`config.mk`:
```
export PLATFORM = sky130hd
export DESIGN_NAME = pixel_palette_sched
export DESIGN_NICKNAME = d
export VERILOG_FILES = /design/src/rtl/pixel_palette_sched.sv
export SDC_FILE = /design/constraint.sdc
export NUM_CORES = 1
export LEC_CHECK = 0
export ABC_AREA = 1
export BUFFER_PORTS_ARGS = -buffer_cell sky130_fd_sc_hd__buf_2
export CAP_MARGIN = 30
export CORE_ASPECT_RATIO = 1.4
export CORE_UTILIZATION = 25
export CTS_BUF_LIST = sky130_fd_sc_hd__clkbuf_8 sky130_fd_sc_hd__clkbuf_16
export DETAILED_ROUTE_END_ITERATION = 8
export GPL_TIMING_DRIVEN = 0
export PLACE_DENSITY = 0.42
export SLEW_MARGIN = 40
export SYNTH_ARGS = -nofsm -noshare
export SYNTH_HDL_FRONTEND = slang
export SYNTH_SLANG_ARGS = --single-unit
```
`constraint.sdc`:
```
create_clock -name Clk -period 1.8 [get_ports Clk]
set_clock_uncertainty 0.2 [all_clocks]
set_input_delay 0.36 -clock Clk [delete_from_list [all_inputs] [get_ports Clk]]
set_output_delay 0.36 -clock Clk [all_outputs]
set_load 0.05 [all_outputs]
```
`src/rtl/pixel_palette_sched.sv`:
```
// pixel_palette_sched: per-pixel layer arbiter + zapper flash sequencer, 2-cycle pipe (Clk, Reset, frame_start, trigger, pix_valid, bg/grass/duck_idx, aim_px -> layer_sel, color_idx, out_valid, flash_busy, hit_valid, hit, shot_cnt, hit_cnt); PAL_SCHED_SHOT_STATS_EN enables shot/hit counters
module pixel_palette_sched #(
  parameter int BLACK_FRAMES = 1,
  parameter int TARGET_FRAMES = 1,
  parameter int CNT_W = 4
) (
  input  logic       Clk,
  input  logic       Reset,
  input  logic       frame_start,
  input  logic       trigger,
  input  logic       pix_valid,
  input  logic [3:0] bg_idx,
  input  logic [3:0] grass_idx,
  input  logic [3:0] duck_idx,
  input  logic       aim_px,
  output logic [1:0] layer_sel,
  output logic [3:0] color_idx,
  output logic       out_valid,
  output logic       flash_busy,
  output logic       hit_valid,
  output logic       hit,
  output logic [7:0] shot_cnt,
  output logic [7:0] hit_cnt
);
  typedef enum logic [1:0] {IDLE, ARMED, BLACK, TARGET} state_t;
  localparam logic [CNT_W-1:0] black_init = CNT_W'(BLACK_FRAMES - 1);
  localparam logic [CNT_W-1:0] target_init = CNT_W'(TARGET_FRAMES - 1);
  state_t state;
  logic [CNT_W-1:0] cnt;
  logic hit_flag;
  logic [3:0] s1_bg, s1_grass, s1_duck;
  logic s1_aim, s1_valid;
  logic [1:0] nxt_sel;
  logic [3:0] nxt_idx;
  logic flashing, s1_duck_on, seq_end;
  assign flashing = state == BLACK || state == TARGET;
  assign s1_duck_on = s1_duck != 4'd0;
  assign seq_end = state == TARGET && frame_start && cnt == '0;
  assign nxt_sel = flashing ? 2'd3 : s1_duck_on ? 2'd2 : s1_grass != 4'd0 ? 2'd1 : 2'd0;
  assign nxt_idx = state == BLACK ? 4'd0 :
                   state == TARGET ? (s1_duck_on ? 4'd2 : 4'd0) :
                   s1_duck_on ? s1_duck : s1_grass != 4'd0 ? s1_grass : s1_bg;
  always_ff @(posedge Clk or posedge Reset) begin
    if (Reset) begin
      {s1_bg, s1_grass, s1_duck, s1_aim, s1_valid} <= '0;
      layer_sel <= '0;
      color_idx <= '0;
      out_valid <= 1'b0;
    end else begin
      {s1_bg, s1_grass, s1_duck, s1_aim, s1_valid} <= {bg_idx, grass_idx, duck_idx, aim_px, pix_valid};
      out_valid <= s1_valid;
      if (s1_valid) begin
        layer_sel <= nxt_sel;
        color_idx <= nxt_idx;
      end
    end
  end
  always_ff @(posedge Clk or posedge Reset) begin
    if (Reset) begin
      state <= IDLE;
      cnt <= '0;
      hit_flag <= 1'b0;
      flash_busy <= 1'b0;
      hit_valid <= 1'b0;
      hit <= 1'b0;
    end else begin
      hit_valid <= 1'b0;
      if (state == TARGET && s1_valid && s1_duck_on && s1_aim) hit_flag <= 1'b1;
      case (state)
        IDLE: if (trigger) begin
          state <= frame_start ? BLACK : ARMED;
          cnt <= black_init;
          flash_busy <= frame_start;
        end
        ARMED: if (frame_start) begin
          state <= BLACK;
          cnt <= black_init;
          flash_busy <= 1'b1;
        end
        BLACK: if (frame_start) begin
          if (cnt != '0) cnt <= cnt - 1'b1;
          else begin
            state <= TARGET;
            cnt <= target_init;
            hit_flag <= 1'b0;
          end
        end
        TARGET: if (frame_start) begin
          if (cnt != '0) cnt <= cnt - 1'b1;
          else begin
            state <= IDLE;
            flash_busy <= 1'b0;
            hit_valid <= 1'b1;
            hit <= hit_flag;
            hit_flag <= 1'b0;
          end
        end
        default: state <= IDLE;
      endcase
    end
  end
`ifdef PAL_SCHED_SHOT_STATS_EN
  always_ff @(posedge Clk or posedge Reset) begin
    if (Reset) begin
      shot_cnt <= '0;
      hit_cnt <= '0;
    end else begin
      if (state == IDLE && trigger && shot_cnt != 8'hff) shot_cnt <= shot_cnt + 8'd1;
      if (seq_end && hit_flag && hit_cnt != 8'hff) hit_cnt <= hit_cnt + 8'd1;
    end
  end
`else
  assign shot_cnt = 8'd0;
  assign hit_cnt = 8'd0;
`endif
endmodule

```
==> flow_summary.ini <==
[power_and_ir_drop]
ir_worst_vdd_v = 0.000549
internal_power_mw = 1.78
power.density_nw_per_um2 = 1480
swShare_pct = 43.0
switchingPower_mw = 1.34
p_comb_share_pct = 46.3
p_seq_share_pct = 30.8
power_mw = 3.12
clkPwrFrac_pct = 22.9
p_leak_nw = 1.10

[timing]
slew_viol_final = 0
slew-limit-headroom_pct = 56.8
fmax_ghz = 0.605
finalSetupViolCount = 0
worstMarginPinSlew_ps = 647
hold_viol = 0
finalCritPeriodShare_pct = 91.9
rsz0062_at_grt = false
min_period_ps = 1650

[synth]
yosysWarnings = 0
synth_seq_cells = 31
synthDominantCellAreaShare_pct = 51.0
synth_commonest_cells = 31 x dfrtp_1, 31 x nand2_1, 19 x inv_1
syn_inst = 160
synth_area_leaders = dfrtp_1 51%, buf_4 7.9%, nand2_1 7.6%
synth_flop_cell = dfrtp_1
synth_area_um2 = 1520
synth-edff-count = 0
yosys.area.top_type = dfrtp_1
synth_seq_area_share_pct = 51.0
yosysUniqueCellTypes = 29
avgSynthCellArea_um2 = 9.51
synth-async-reset-ratio_pct = 100

[clocking]
clk_path_buf_depth = 2
htreeDepth = 2
cts-root-buf = clkbuf_8
clk_latency_ps = 280
cts-buffers-inserted = 5
post_cts_buffers = 0
cts.sinks = 31
cts_tree = done
path_clk_slew_ps = 70

[routing]
drc_errors = 0
ant_nets = 0
viasPerCell = 3.98
first_pass_iters = 4
vias = 1174
drt-initial-drc-count = 28
post_drt_wl_per_cell_um = 10.3
wl_um = 3040

[placement]
hpwl_um = 2240
post_dp_cell_area_um2 = 1800
port_buffers = 27
gp_congestion = 0.718

[worst_setup_path]
worstPathArrival_ps = 1670
start_kind = flip-flop
worst-path-stages = 9
r2r_end = cnt[0]
worstPathCellList = inv_2 -> ha_1 -> nand2_1 -> nand2_4 -> nor2_4 -> o21ai_4 -> inv_4 -> nand3_2 -> o21ai_2
path_class = reg -> reg
critPathSlowestCell = dfrtp_1
critical_path.max_stage_delay_ps = 440
worstReg2RegStart = state[0]
regToRegSetupSlack_ps = 150
critPathRequiredTime_ps = 1810
path_buf_inv = 2
critPathTopFamily = flip-flops
crit_path_end_kind = flip-flop
crit_path_max_fanout = 7
r2r_cells = 9

[global_route]
grt_pass1_wl_um = 5260
grt_max_degree = 32
grt_antenna_before_repair = 0
first_global_vias = 1145
grt_overflow_total = 0
gr-usage-all-layers_pct = 11.2

[finish]
antenna_cells = 0
area_growth_pct = 38.4
fin_area_um2 = 2110
nFillCells = 622
finalNetCount = 250
final_layout_size_suffix_gt1_share_pct = 32.4

[floorplan]
core_area_um2 = 5860
die_area_um2 = 6410
die_h_um = 94.3
die_x_um = 67.9
start_util_pct = 25.9
num_rows = 33
io_pins = 44

[worst_hold_path]
holdPathEnd = hit_valid
min_from = frame_start
min_path_cells = 3
hold_class = in -> reg

[job]
maxCapViolCount = 0

[outcome]
status = complete, no violations
## state kept, by name (all words and copies together) (netlist names)
signal and flops:
cnt 4, state 2, hit_flag 1, s1_valid 1, s1_grass 4, layer_sel 2
color_idx 4, s1_bg 4, out_valid 1, s1_duck 4, flash_busy 1, hit 1
s1_aim 1, hit_valid 1
## layout make-up
cell class | count | area, um^2 | share of cell area (%)
Multi-Input combinational cell | 106 | 633 | 30.1
Sequential cell | 31 | 777 | 36.9
Buffer | 16 | 120 | 5.70
Clock buffer | 6 | 82.6 | 3.92
Timing Repair Buffer | 42 | 285 | 13.5
Tap cell | 70 | 87.6 | 4.16
Inverter | 22 | 85.1 | 4.04
Clock inverter | 2 | 35.0 | 1.66
## per-stage QoR
step	hold WS [ps]	setup slack, ps	setup TNS, ps	util, %	std cells
6_report	248	147	0	35.9	295
5_1_grt	266	15.7	0	35.9	295
3_3_place_gp	268	-111	-460	30.7	272
3_5_place_dp	269	-81.3	-286	30.7	272
4_1_cts	248	60.1	0	35.4	295
2_1_floorplan	191	223	0	-	175
## worst register-to-register path: stages, from the launching register on
cell,delay [ps]
dfrtp_1,440
inv_2,120
ha_1,210
nand2_1,100
nand2_4,70
nor2_4,150
o21ai_4,100
inv_4,80
nand3_2,60
o21ai_2,60
## how the worst max path moves through the flow
stage                   end  startpoint
5_1_grt        color_idx[0]    state[0]
4_1_cts            state[1]    state[0]
3_5_place_dp   color_idx[0]    state[0]
6_report             cnt[0]    state[0]
2_1_floorplan  color_idx[0]    state[0]
3_3_place_gp   color_idx[0]    state[0]
## kinds of logic after synthesis
family	after synthesis	synth area share [%]
compound gates	23	10.9
xor+xnor	2	1.15
fa+ha+maj	8	6.58
buf+inv	38	13.5
flops	31	51.0
other cells	1	0.246
simple gates	57	16.6
## metal layers
| layer | track usage (%) | up-vias | routed length (um) |
|---|---|---|---|
| met5 | 0 | - | 0 |
| met4 | 5.90 | 0 | 92 |
| met3 | 3.16 | 8 | 188 |
| met2 | 18.3 | 35 | 1560 |
| met1 | 13.0 | 529 | 1200 |
| li1 | - | 602 | - |
## layout by cell type, fill, tap and decap left out, types with 3 or more instances in the layout
master         synthesis  layout
dfrtp_1               31      30
o21ai_2                3       3
buf_2                  0      27
conb_1                 1      16
dlygate4sd3_1          0      15
buf_4                 16      16
o21ai_0                7       7
nand3_1                6       6
inv_1                 19      17
nor2_1                13      12
ha_1                   8       6
clkbuf_8               0       6
inv_2                  2       4
a21oi_1                3       3
nand2_1               31      31
## what timing repair did
item                                   in CTS  in global routing
setup endpoints to repair                   8                  7
hold buffers                               15                  0
endpoints found under the hold margin      25                  0
resized for setup                           2                  7
pin swaps                                   0                  0
## power by group through the flow
stage	logic [mW]	registers [mW]	clock network (mW)
5_1_grt	1.61	0.985	0.767
3_3_place_gp	1.36	0.956	0
2_1_floorplan	0.838	1.21	0
6_report	1.44	0.961	0.713
3_5_place_dp	1.36	0.956	0
4_1_cts	1.40	0.944	0.741
(Power assumes the default switching activity.)
